===== src/rtl/bus_master_arbiter_if.sv =====
// =============================================================================
// bus_master_arbiter_if : DMA request/grant and 68000 BR/BG/BGACK bus bundle
// Rev 1.0
// =============================================================================
`default_nettype none

interface bus_master_arbiter_if #(
   parameter int NREQ = 3
);
   logic [NREQ-1:0] req;
   logic [NREQ-1:0] done;
   logic [NREQ-1:0] gnt;
   logic [1:0]      owner;
   logic            busy;
   logic            br_n;
   logic            bg_n;
   logic            bgack_n;
   logic            as_n;

   modport master (
      input  req, done, bg_n, as_n,
      output gnt, owner, busy, br_n, bgack_n
   );

   modport slave (
      output req, done, bg_n, as_n,
      input  gnt, owner, busy, br_n, bgack_n
   );
endinterface

`default_nettype wire


===== src/rtl/bus_master_arbiter.sv =====
// =============================================================================
// bus_master_arbiter : round-robin DMA bus arbiter with 68000 BR/BG/BGACK
// Rev 1.0
// =============================================================================
`default_nettype none

module bus_master_arbiter #(
   parameter int NREQ     = 3,
   parameter int HOLD_MAX = 64
) (
   input  logic                  clk,
   input  logic                  reset_n,
   input  logic                  phi2,
   bus_master_arbiter_if.master  bus
);

   localparam logic [2:0] c_IDLE     = 3'd0;
   localparam logic [2:0] c_WAIT_BG  = 3'd1;
   localparam logic [2:0] c_OWN      = 3'd2;
   localparam logic [2:0] c_DRAIN    = 3'd3;
   localparam logic [2:0] c_REL      = 3'd4;
   localparam logic [7:0] c_HOLD_MAX = 8'(HOLD_MAX);

   logic [2:0]      r_state;
   logic [1:0]      r_owner;
   logic [1:0]      r_rr;
   logic [7:0]      r_hold;
   logic            r_busy;
   logic            r_br_n;
   logic            r_bgack_n;

   logic [3:0]      w_req4;
   logic [3:0]      w_done4;
   logic            w_any_req;
   logic [1:0]      w_win;
   logic [7:0]      w_hold_nxt;
   logic            w_own_exit;
   logic [NREQ-1:0] w_gnt;

   always_comb begin
      w_req4             = '0;
      w_done4            = '0;
      w_req4[NREQ-1:0]   = bus.req;
      w_done4[NREQ-1:0]  = bus.done;
   end

   assign w_any_req = |bus.req;

   // Scan farthest-first so the nearest requester above r_rr overwrites the rest.
   always_comb begin : winner_scan
      logic [1:0] v_idx;
      v_idx = '0;
      w_win = r_rr;
      for (int i = NREQ; i >= 1; i--) begin
         v_idx = 2'((int'(r_rr) + i) % NREQ);
         if (w_req4[v_idx]) begin
            w_win = v_idx;
         end
      end
   end

   assign w_hold_nxt = (r_hold >= c_HOLD_MAX) ? r_hold : r_hold + 8'd1;
   assign w_own_exit = w_done4[r_owner] | ~w_req4[r_owner] | (w_hold_nxt >= c_HOLD_MAX);

   for (genvar g = 0; g < NREQ; g++) begin : g_gnt
      assign w_gnt[g] = (r_state == c_OWN) && (r_owner == 2'(g));
   end

   always_ff @(posedge clk or negedge reset_n) begin
      if (!reset_n) begin
         r_state   <= c_IDLE;
         r_owner   <= '0;
         r_rr      <= '0;
         r_hold    <= '0;
         r_busy    <= 1'b0;
         r_br_n    <= 1'b1;
         r_bgack_n <= 1'b1;
      end else if (phi2) begin
         case (r_state)
            c_IDLE: begin
               if (w_any_req) begin
                  r_br_n  <= 1'b0;
                  r_state <= c_WAIT_BG;
               end
            end
            c_WAIT_BG: begin
               if (!w_any_req) begin
                  r_br_n  <= 1'b1;
                  r_state <= c_IDLE;
               end else if (!bus.bg_n && bus.as_n) begin
                  // BGACK asserted and BR negated on the same strobe: no overlap.
                  r_bgack_n <= 1'b0;
                  r_br_n    <= 1'b1;
                  r_busy    <= 1'b1;
                  r_owner   <= w_win;
                  r_rr      <= w_win;
                  r_hold    <= '0;
                  r_state   <= c_OWN;
               end
            end
            c_OWN: begin
               r_hold <= w_hold_nxt;
               if (w_own_exit) begin
                  r_state <= c_DRAIN;
               end
            end
            c_DRAIN: begin
               if (bus.as_n) begin
                  if (w_any_req) begin
                     r_owner <= w_win;
                     r_rr    <= w_win;
                     r_hold  <= '0;
                     r_state <= c_OWN;
                  end else begin
                     r_bgack_n <= 1'b1;
                     r_busy    <= 1'b0;
                     r_state   <= c_REL;
                  end
               end
            end
            c_REL: begin
               r_state <= c_IDLE;
            end
            default: begin
               r_state <= c_IDLE;
            end
         endcase
      end
   end

   assign bus.gnt     = w_gnt;
   assign bus.owner   = r_owner;
   assign bus.busy    = r_busy;
   assign bus.br_n    = r_br_n;
   assign bus.bgack_n = r_bgack_n;

endmodule

`default_nettype wire


===== src/flat_wrapper.sv =====
// flat-port wrapper written by rule: the top's interface ports become plain ports
module bus_master_arbiter_flat 
#(
   parameter int NREQ     = 3,
   parameter int HOLD_MAX = 64
)
  (clk, reset_n, phi2, bus_req, bus_done, bus_bg_n, bus_as_n, bus_gnt, bus_owner, bus_busy, bus_br_n, bus_bgack_n);
  bus_master_arbiter_if #(.NREQ(NREQ)) bus_i ();
  input  logic clk;
  input  logic reset_n;
  input  logic phi2;
  input wire logic [$bits(bus_i.req)-1:0] bus_req;
  input wire logic [$bits(bus_i.done)-1:0] bus_done;
  input wire logic [$bits(bus_i.bg_n)-1:0] bus_bg_n;
  input wire logic [$bits(bus_i.as_n)-1:0] bus_as_n;
  output wire logic [$bits(bus_i.gnt)-1:0] bus_gnt;
  output wire logic [$bits(bus_i.owner)-1:0] bus_owner;
  output wire logic [$bits(bus_i.busy)-1:0] bus_busy;
  output wire logic [$bits(bus_i.br_n)-1:0] bus_br_n;
  output wire logic [$bits(bus_i.bgack_n)-1:0] bus_bgack_n;
  assign bus_i.req = bus_req;
  assign bus_i.done = bus_done;
  assign bus_i.bg_n = bus_bg_n;
  assign bus_i.as_n = bus_as_n;
  assign bus_gnt = bus_i.gnt;
  assign bus_owner = bus_i.owner;
  assign bus_busy = bus_i.busy;
  assign bus_br_n = bus_i.br_n;
  assign bus_bgack_n = bus_i.bgack_n;
  bus_master_arbiter #(.NREQ(NREQ), .HOLD_MAX(HOLD_MAX)) u_core (.clk(clk), .reset_n(reset_n), .phi2(phi2), .bus(bus_i));
endmodule

===== config.mk =====
export PLATFORM = sky130hd
export DESIGN_NAME = bus_master_arbiter_flat
export DESIGN_NICKNAME = d
export VERILOG_FILES = /design/src/rtl/bus_master_arbiter_if.sv /design/src/rtl/bus_master_arbiter.sv /design/src/flat_wrapper.sv
export SDC_FILE = /design/constraint.sdc
export NUM_CORES = 1
export LEC_CHECK = 0
export ABC_AREA = 1
export BUFFER_PORTS_ARGS = -buffer_cell sky130_fd_sc_hd__buf_4
export CAP_MARGIN = 20
export CORE_MARGIN = 2
export CORE_UTILIZATION = 56
export CTS_CLUSTER_DIAMETER = 120
export CTS_CLUSTER_SIZE = 14
export DETAILED_ROUTE_END_ITERATION = 8
export GPL_ROUTABILITY_DRIVEN = 0
export PLACE_DENSITY = 0.82
export SYNTH_ARGS = -nofsm -noshare
export SYNTH_HDL_FRONTEND = slang
export SYNTH_SLANG_ARGS = --single-unit

===== constraint.sdc =====
create_clock -name clk -period 1.7 [get_ports clk]
set_input_delay 0.085 -clock clk [delete_from_list [all_inputs] [get_ports clk]]
set_output_delay 0.085 -clock clk [all_outputs]
set_load 0.005 [all_outputs]

Word level (Yosys, flattened, before mapping)
Cells that the tools add are included.
- register bits after elaboration: 16
- input bits: 11
- word-level logic and storage cells: 95
- bitwise logic cells: 3
- divide/modulo/power cells: 3
- add/subtract/negate cells: 4
- equal/unequal tests: 13
- magnitude comparators: 6
- mux-type cells: 44
- reductions and logical operators: 16
- operators by type and width (operator ; number):
    modulo 32 x 3 -> 32 bit, second input constant ; 3
    2-to-1 mux 8 bit ; 5
    case mux 8 bit (3 select lines) ; 1
    2-to-1 mux 3 bit ; 6
    AND reduction 6 bit ; 3
    greater-or-equal comparator 8 x 7 -> 1 bit, second input constant ; 2
    2-to-1 mux 1 bit ; 15
    2-to-1 mux 2 bit ; 7
    less-than comparator 2 x 3 -> 1 bit, second input constant ; 4
    case mux 3 bit (4 select lines) ; 1
    binary-select mux 1 bit (select 2 bit) ; 5
    inequality test 2 x 1 -> 1 bit, second input constant ; 5
    adder 8 x 1 -> 8 bit, second input constant ; 1
    adder 2 x 2 -> 3 bit, second input constant ; 2
    equality test 3 x 2 -> 1 bit, second input constant ; 2
    case mux 1 bit (2 select lines) ; 3
    AND reduction 5 bit ; 1
    logical AND 1 bit ; 4
    inequality test 2 bit, second input constant ; 2
    case mux 2 bit (2 select lines) ; 1
    AND reduction 4 bit ; 1
    nonzero test 2 bit ; 2
    adder 2 x 1 -> 3 bit, second input constant ; 1
    equality test 3 x 1 -> 1 bit, second input constant ; 1
    10 further kinds ; 11

Depth between registers and ports, before layout
Gate-level depths: netlist of the first run.
- depth after elaboration: 10
- depth in mapped cells: 11

Worst setup path before layout of the first run
Ideal clock, no wire load.
- kind: register to register
- start point: register, netlist name u_core.bus.owner[0]
- end point: register u_core.r_owner[1] (netlist: u_core.bus.owner[1])
- buffers on the path: 0
- arrival time: 1.454 ns
- setup time: 0.124 ns
- setup slack: 0.122 ns
- stages on the path, launching flop included: 10
- data required time: 1.576 ns
- cells stage by stage: dfrtp_1 inv_1 ha_1 inv_1 o21ai_0 nand2_1 nand3_1 nand2_1 nand2_1 o21ai_1
- RTL lines (element ; RTL line ; text):
    to (signal assigned) ; bus_master_arbiter.sv:95 ; r_owner <= w_win;
    to (signal assigned) ; bus_master_arbiter.sv:110 ; r_owner <= w_win;
    to (decl) ; bus_master_arbiter.sv:25 ; logic [1:0] r_owner;

==> results.md, run 1 <==
- Max Slew Vio Count: 0
- YS warnings: 0
- DIE HEIGHT: 50.6 µm
- Unrepaired setup endpoints after global routing: no
- Later-pin clock latency in the skew report: 0.29 ns
- Count leader, synth: nand2_1
- Diode count: 0
- Area grow syn2layout: 20.5%
- Setup_tns: 0 ns
- Final core utilization: 73.1%
- Die W: 50.6 µm
- Gr usage total: 25.4%
- Avg Cell Area, Syn: 6.36 µm²
- Clk root buf: clkbuf_4
- Final Skew: 0.0132 ns
- Core footprint: 2000 µm²
- Ys async rst share: 100%
- Endpoints failing setup: 0
- PD cells: 1360 nW/µm²
- Hold Path Sink: u_core.bus.br_n
- Hold Startpoint: phi2
- Initial drt markers: 28
- Worst Reg-to-Reg Cells: 10
- Clock tree buffer depth: 2
- Sink Count: 16
- Synth Instances: 191
- Worst vdd ir: 0.000802 V
- Status: finished, final reports clean
- Initial Util: 60.7%
- Area share of the largest cell type after synthesis: 28.8%
- Library cells used by synthesis: 20
- Crit Path Max Fanout: 5
- Post-DP HPWL: 2250 µm
- Ports: 19
- Hold Crit Depth: 3
- CTS tree: yes
- Vias/cell: 5.22
- # Post-CTS Setup Buffers: 0
- Number of CTS-inserted buffers: 3
- Worst-margin pin slew: 0.331 ns
- Vias in the first global route: 1238
- Synth Cell Area: 1210 µm²
- H-Tree Depth: 1
- Dominant cell type by area after synthesis: dfrtp_1
- Synth Net Count: 206
- Post-route antenna net violation count: 0
- Nets@finish: 235
- DIE AREA: 2560 µm²
- Worst Hold Class: in -> reg
- Antenna violations before repair: 0
- Leakage: 0.807 nW
- Largest cells by area after synthesis: dfrtp_1 29%, nand2_1 22%, nand3_1 10%, inv_1 7.7%, o21ai_0 4.5%
- Critical path class: reg -> reg
- #FFs+latches synth: 16
- Critical path arrival: 1.76 ns
- R2r setup slk: 0.12 ns
- Tot Pwr: 1.99 mW
- Startpoint types: register
- Fin crit period: 1.58 ns
- Row cnt: 16
- Layout cell share with drive strength beyond 1: 20.1%
- Number of synthesized flops with an enable pin: 0
- Origin of the critical flop-to-flop path: u_core.bus.owner[1]
- Pre-antenna DRT Iters: 5
- Worst R2R End: u_core.bus.owner[1]
- CP Data Required Time: 1.88 ns
- Final period utilization: 92.8%
- Largest net degree at the start of global routing: 17
- Setup crit end kind: register
- DRT Wirelength: 2850 µm
- Port bufs: 18
- DRC: 0
- Final hold vios: 0
- Worst-path clk slew: 0.11 ns
- First-pass GRT wire length: 5160 µm
- Commonest cells post-synth: 72 x nand2_1, 25 x inv_1, 25 x nand3_1
- Fmax: 634 MHz
- Primary FF master, synth: dfrtp_1
- Via count: 1283
- Grt total ovfl: 0
- Slew margin rel.: 77.9%
- Wirelength per Cell: 11.6 µm
- Part of the Yosys area used for sequential elements: 33.2%
- Max-capacitance violation count: 0
## layout by cell type (no fill, tap or decap), types with 3 or more instances in the layout
cell,count
a21oi_1,3
buf_4,24
clkbuf_4,3
dfrtp_1,14
ha_1,4
inv_1,23
inv_2,4
nand2_1,72
nand2_2,4
nand3_1,25
nor2_1,11
nor2_2,5
o21ai_0,10
o21ai_1,5
## worst max-delay path: stages (launching register included)
cell and delay, ns:
dfrtp_1 0.39, buf_4 0.15, ha_1 0.23, inv_1 0.16
nand2_1 0.07, nand3_1 0.09, nand2_1 0.07, nand3_1 0.08
nand2_1 0.09, nand2_1 0.08, o21ai_1 0.06
## how the worst max path moves through the flow
stage / endpoint / slack (ns) / startpoint / depth (start not counted)
6_report: u_core.bus.owner[1] / 0.12 / u_core.bus.owner[1] / 10
5_1_grt: u_core.bus.owner[0] / 0.002 / u_core.bus.owner[0] / 11
4_1_cts: u_core.bus.owner[1] / 0.09 / u_core.bus.owner[0] / 9
3_5_place_dp: u_core.bus.owner[1] / 0.11 / u_core.bus.owner[0] / 9
3_3_place_gp: u_core.bus.owner[1] / 0.16 / u_core.bus.owner[0] / 9
2_1_floorplan: u_core.bus.owner[1] / 0.12 / u_core.bus.owner[0] / 9
## flip-flops by register name (all words and copies together), names as in the netlist
| signal | cells |
|---|---|
| u_core.r_state | 3 |
| u_core.bus.br_n | 1 |
| u_core.bus.owner | 2 |
| u_core.bus.busy | 1 |
| u_core.r_hold | 8 |
| u_core.bus.bgack_n | 1 |
## layer usage
| metal | up-vias | wire, µm | global-route usage, % |
|---|---|---|---|
| met3 | 4 | 125 | 2.98 |
| met4 | 0 | 14 | 2.70 |
| met1 | 582 | 1250 | 32.3 |
| met2 | 43 | 1460 | 47.1 |
| li1 | 654 | - | - |
| met5 | - | 0 | 0 |
## per-stage QoR
step | instances | hold WS [ns] | worst slack [ns] | instance area, µm²
global route | 246 | 0.0540 | 0.00192 | 1460
detailed placement | 241 | -0.0381 | 0.112 | 1420
floorplan | 191 | -0.211 | 0.122 | 1210
CTS | 246 | 0.0278 | 0.0904 | 1460
global placement | 241 | -0.0403 | 0.156 | 1420
finish | 246 | 0.0289 | 0.122 | 1460
## cells by family (layout without fill, tap and decap cells)
kind of cell    Yosys count  count (layout)  synth area share (%)
fa+ha+maj                 4               4                  4.12
xor+xnor                  3               3                  2.16
compound gates           20              20                  8.65
flops                    16              16                  33.2
simple gates            120             120                  42.6
buf+inv                  28              56                  9.27
## timing repair
item | in CTS | in global routing
hold buffers | 1 | 0
hold endpoints to repair | 16 | 0
resized for setup | 0 | 3
setup endpoints to repair | 0 | 2
## cell type report
type,instances,area (µm²)
multi-input combinational,147,699
timing repair buffer,25,190
sequential,16,403
fill,179,538
tap,27,33.8
inverter,27,101
clock buffer,4,36.3
## report_power, final
| part | switching (mW) | internal (mW) | leakage [nW] |
|---|---|---|---|
| clock network | 0.122 | 0.130 | 0.0210 |
| logic | 0.698 | 0.457 | 0.578 |
| registers | 0.0857 | 0.493 | 0.208 |
No activity file was read; power rests on OpenSTA's default activity.
==> run 2, diff against run 1 <==
- CORE_UTILIZATION: 56 -> 58
- CTS_BUF_LIST: not set -> sky130_fd_sc_hd__clkbuf_8
- PLACE_DENSITY: 0.82 -> 0.84
- SLEW_MARGIN: not set -> 5
==> results.md, run 2 (same netlist as run 1, synthesis figures left out) <==
- Diode count: 0 (unchanged)
- Gr usage total: 25.9% (+0.54 points)
- Row cnt: 16 (unchanged)
- Hold Path Sink: u_core.bus.br_n
- Initial Util: 61.9% (+1.2 points)
- Slew margin rel.: 80.9% (+3.0 points)
- CP top delay family: simple AND/OR/NAND/NOR gates
- Slowest CP cell: dfrtp_1
- Worst-path clk slew: 0.07 ns (-0.04 ns)
- DRC: 0 (unchanged)
- Largest net degree at the start of global routing: 17 (unchanged)
- Nets@finish: 234 (-0.43%)
- Most frequent cells in the layout: 72 x nand2_1, 25 x nand3_1, 23 x buf_4
- Endpoints failing setup: 0 (unchanged)
- Antenna violations before repair: 0 (unchanged)
- Most Used Layer, Global Route: met2
- Vias in the first global route: 1221 (-1.4%)
- Commonest non-fill, non-tap cell in the layout: nand2_1
- Cell-internal power: 1.17 mW (+8.3%)
- Port bufs: 18 (unchanged)
- Hold Startpoint: phi2
- Hold Crit Depth: 3 (unchanged)
- Final Skew: 0.00180 ns (-0.0114 ns)
- Fin crit period: 1.61 ns (+0.0309 ns)
- Startpoint types: register
- Clock tree buffer depth: 2 (unchanged)
- Final hold vios: 0 (unchanged)
- Worst Hold Class: in -> reg
- Later-pin clock latency in the skew report: 0.25 ns (-0.04 ns)
- Worst-margin pin slew: 0.286 ns (-0.0452 ns)
- Critical path arrival: 1.75 ns (about the same)
- Final period utilization: 94.6% (+1.8 points)
- R2r setup slk: 0.09 ns (-0.03 ns)
- Leakage: 0.809 nW (+0.24%)
- Clk pwr share: 16.0% (+3.3 points)
- Max-capacitance violation count: 0 (unchanged)
- WP buf/inv: 3 (+1)
- M3 GR Usage: 4.55% (+1.6 points)
- Area grow syn2layout: 22.7%
- Worst vdd ir: 0.000935 V (+17%)
- Post-route antenna net violation count: 0 (unchanged)
- Crit path top cell by count: nand2_1
- Vias/cell: 5.39 (+3.3%)
- CTS tree: yes
- Part of the power in combinational logic: 56.8% (-1.4 points)
- Flip-flop count of the largest register after layout: 8 (unchanged)
- Largest Register: u_core.r_hold
- Grt total ovfl: 0 (unchanged)
- Cell count along the critical path: 10 (unchanged)
- DP Area: 1410 µm² (-0.53%)
- Die W: 49.8 µm (-1.6%)
- Max Slew Vio Count: 0 (unchanged)
- Tot Pwr: 2.13 mW (+7.2%)
- Sequential share of power: 27.2% (-1.9 points)
- Crit Path Max Fanout: 5 (unchanged)
- Met1 Use GR: 29.2% (-3.1 points)
- Initial drt markers: 71 (+150%)
- Layout cell share with drive strength beyond 1: 21.1% (+1.0 points)
- H-Tree Depth: 1 (unchanged)
- Worst Reg-to-Reg Cells: 10 (unchanged)
- M2 GR Usage: 47.8% (+0.63 points)
- Setup crit end kind: register
- Ports: 19 (unchanged)
- CP Data Required Time: 1.84 ns (-0.04 ns)
- Design Area, Final: 1490 µm² (+1.8%)
- Via count: 1320 (+2.9%)
- Pre-antenna DRT Iters: 4 (-1)
- DRT Wirelength: 2940 µm (+2.9%)
- NetSw: 959 µW (+5.8%)
- PD cells: 1430 nW/µm² (+5.3%)
- First-pass GRT wire length: 4950 µm (-4.0%)
- Worst path max stage delay: 0.38 ns (about the same)
- DIE HEIGHT: 49.8 µm (-1.6%)
- Critical path class: reg -> reg
- Setup_tns: 0 ns (unchanged)
- Number of CTS-inserted buffers: 3 (unchanged)
- DIE AREA: 2480 µm² (-3.2%)
- Fmax: 622 MHz (-1.9%)
- Status: finished, final reports clean
- Sink Count: 16 (unchanged)
- Post-DP HPWL: 2150 µm (-4.1%)
- Worst R2R End: u_core.bus.owner[0]
- FILL cells: 160 (-11%)
- Clk root buf: clkbuf_8
- Core footprint: 1960 µm² (-2.0%)
- Net Sw Frac: 45.1% (-0.56 points)
- Origin of the critical flop-to-flop path: u_core.bus.owner[0]
- CP Cell Sequence: buf_4 -> ha_1 -> inv_2 -> nand3_1 -> nand2_1 -> nand3_1 -> nand2_1 -> inv_1 -> nand2_1 -> nand2_1
- Wirelength per Cell: 12.0 µm (+3.3%)
run 2: changes by cell type in the layout (fill, tap and decap cells not counted):
cell / before / now
buf_4: 24 / 23
clkbuf_4: 3 / 0
clkbuf_8: 1 / 4
ha_1: 4 / 2
ha_2: 0 / 1
ha_4: 0 / 1
inv_1: 23 / 22
inv_2: 4 / 5
o21ai_0: 10 / 8
o21ai_1: 5 / 7
run 2: worst reg2reg max path: cells and delay by family, from the launching register on:
kind / cells / cell delay [ns]
buf+inv: 3 / 0.31
simple gates: 6 / 0.55
flops: 1 / 0.38
fa+ha+maj: 1 / 0.26
run 2: worst max path at each step:
stage / from / endpoint / slack (ns)
2_1_floorplan: u_core.bus.owner[0] / u_core.bus.owner[1] / 0.12
3_3_place_gp: u_core.bus.owner[0] / u_core.bus.owner[1] / 0.16
3_5_place_dp: u_core.bus.owner[0] / u_core.bus.owner[1] / 0.1
4_1_cts: u_core.bus.owner[0] / u_core.bus.owner[0] / 0.03
5_1_grt: u_core.bus.owner[0] / u_core.bus.owner[0] / -0.001
6_report: u_core.bus.owner[0] / u_core.bus.owner[0] / 0.09
run 2: timing repair:
action,4_1_cts,5_1_grt
endpoints found under the setup margin,0,2
hold endpoints to repair,16,0
setup buffers,0,0
hold buffers,1,0
gates resized for setup,0,8
run 2: per-layer routing:
metal	wire length (µm)	vias to the layer above
met2	1500	43
met1	1250	613
met4	62	0
li1	-	655
met5	0	-
met3	132	9
run 2: cell type report:
class / count / area (µm²) / share of cell area (%)
Multi-Input combinational cell: 147 / 714 / 47.9
Sequential cell: 16 / 403 / 27.0
Timing Repair Buffer: 24 / 183 / 12.3
Inverter: 27 / 101 / 6.80
Clock buffer: 4 / 55.1 / 3.69
Tap cell: 27 / 33.8 / 2.27
run 2: metrics by stage:
step                      std cells  hold WS (ns)  util (%)  setup WS (ns)
after floorplan                 191        -0.211         -          0.122
after global placement          240       -0.0412      71.9          0.158
after detailed placement        240       -0.0420      71.9         0.0986
after CTS                       245        0.0770      75.2         0.0294
after global routing            245        0.0923      76.0       -0.00141
final                           245        0.0766      76.0         0.0910
run 2: power groups by stage:
stage	sequential (mW)	combinational (mW)	clock [mW]
2_1_floorplan	0.591	0.753	0
5_1_grt	0.594	1.35	0.360
6_report	0.579	1.21	0.340
3_3_place_gp	0.581	1.07	0
3_5_place_dp	0.584	1.12	0
4_1_cts	0.577	1.14	0.344
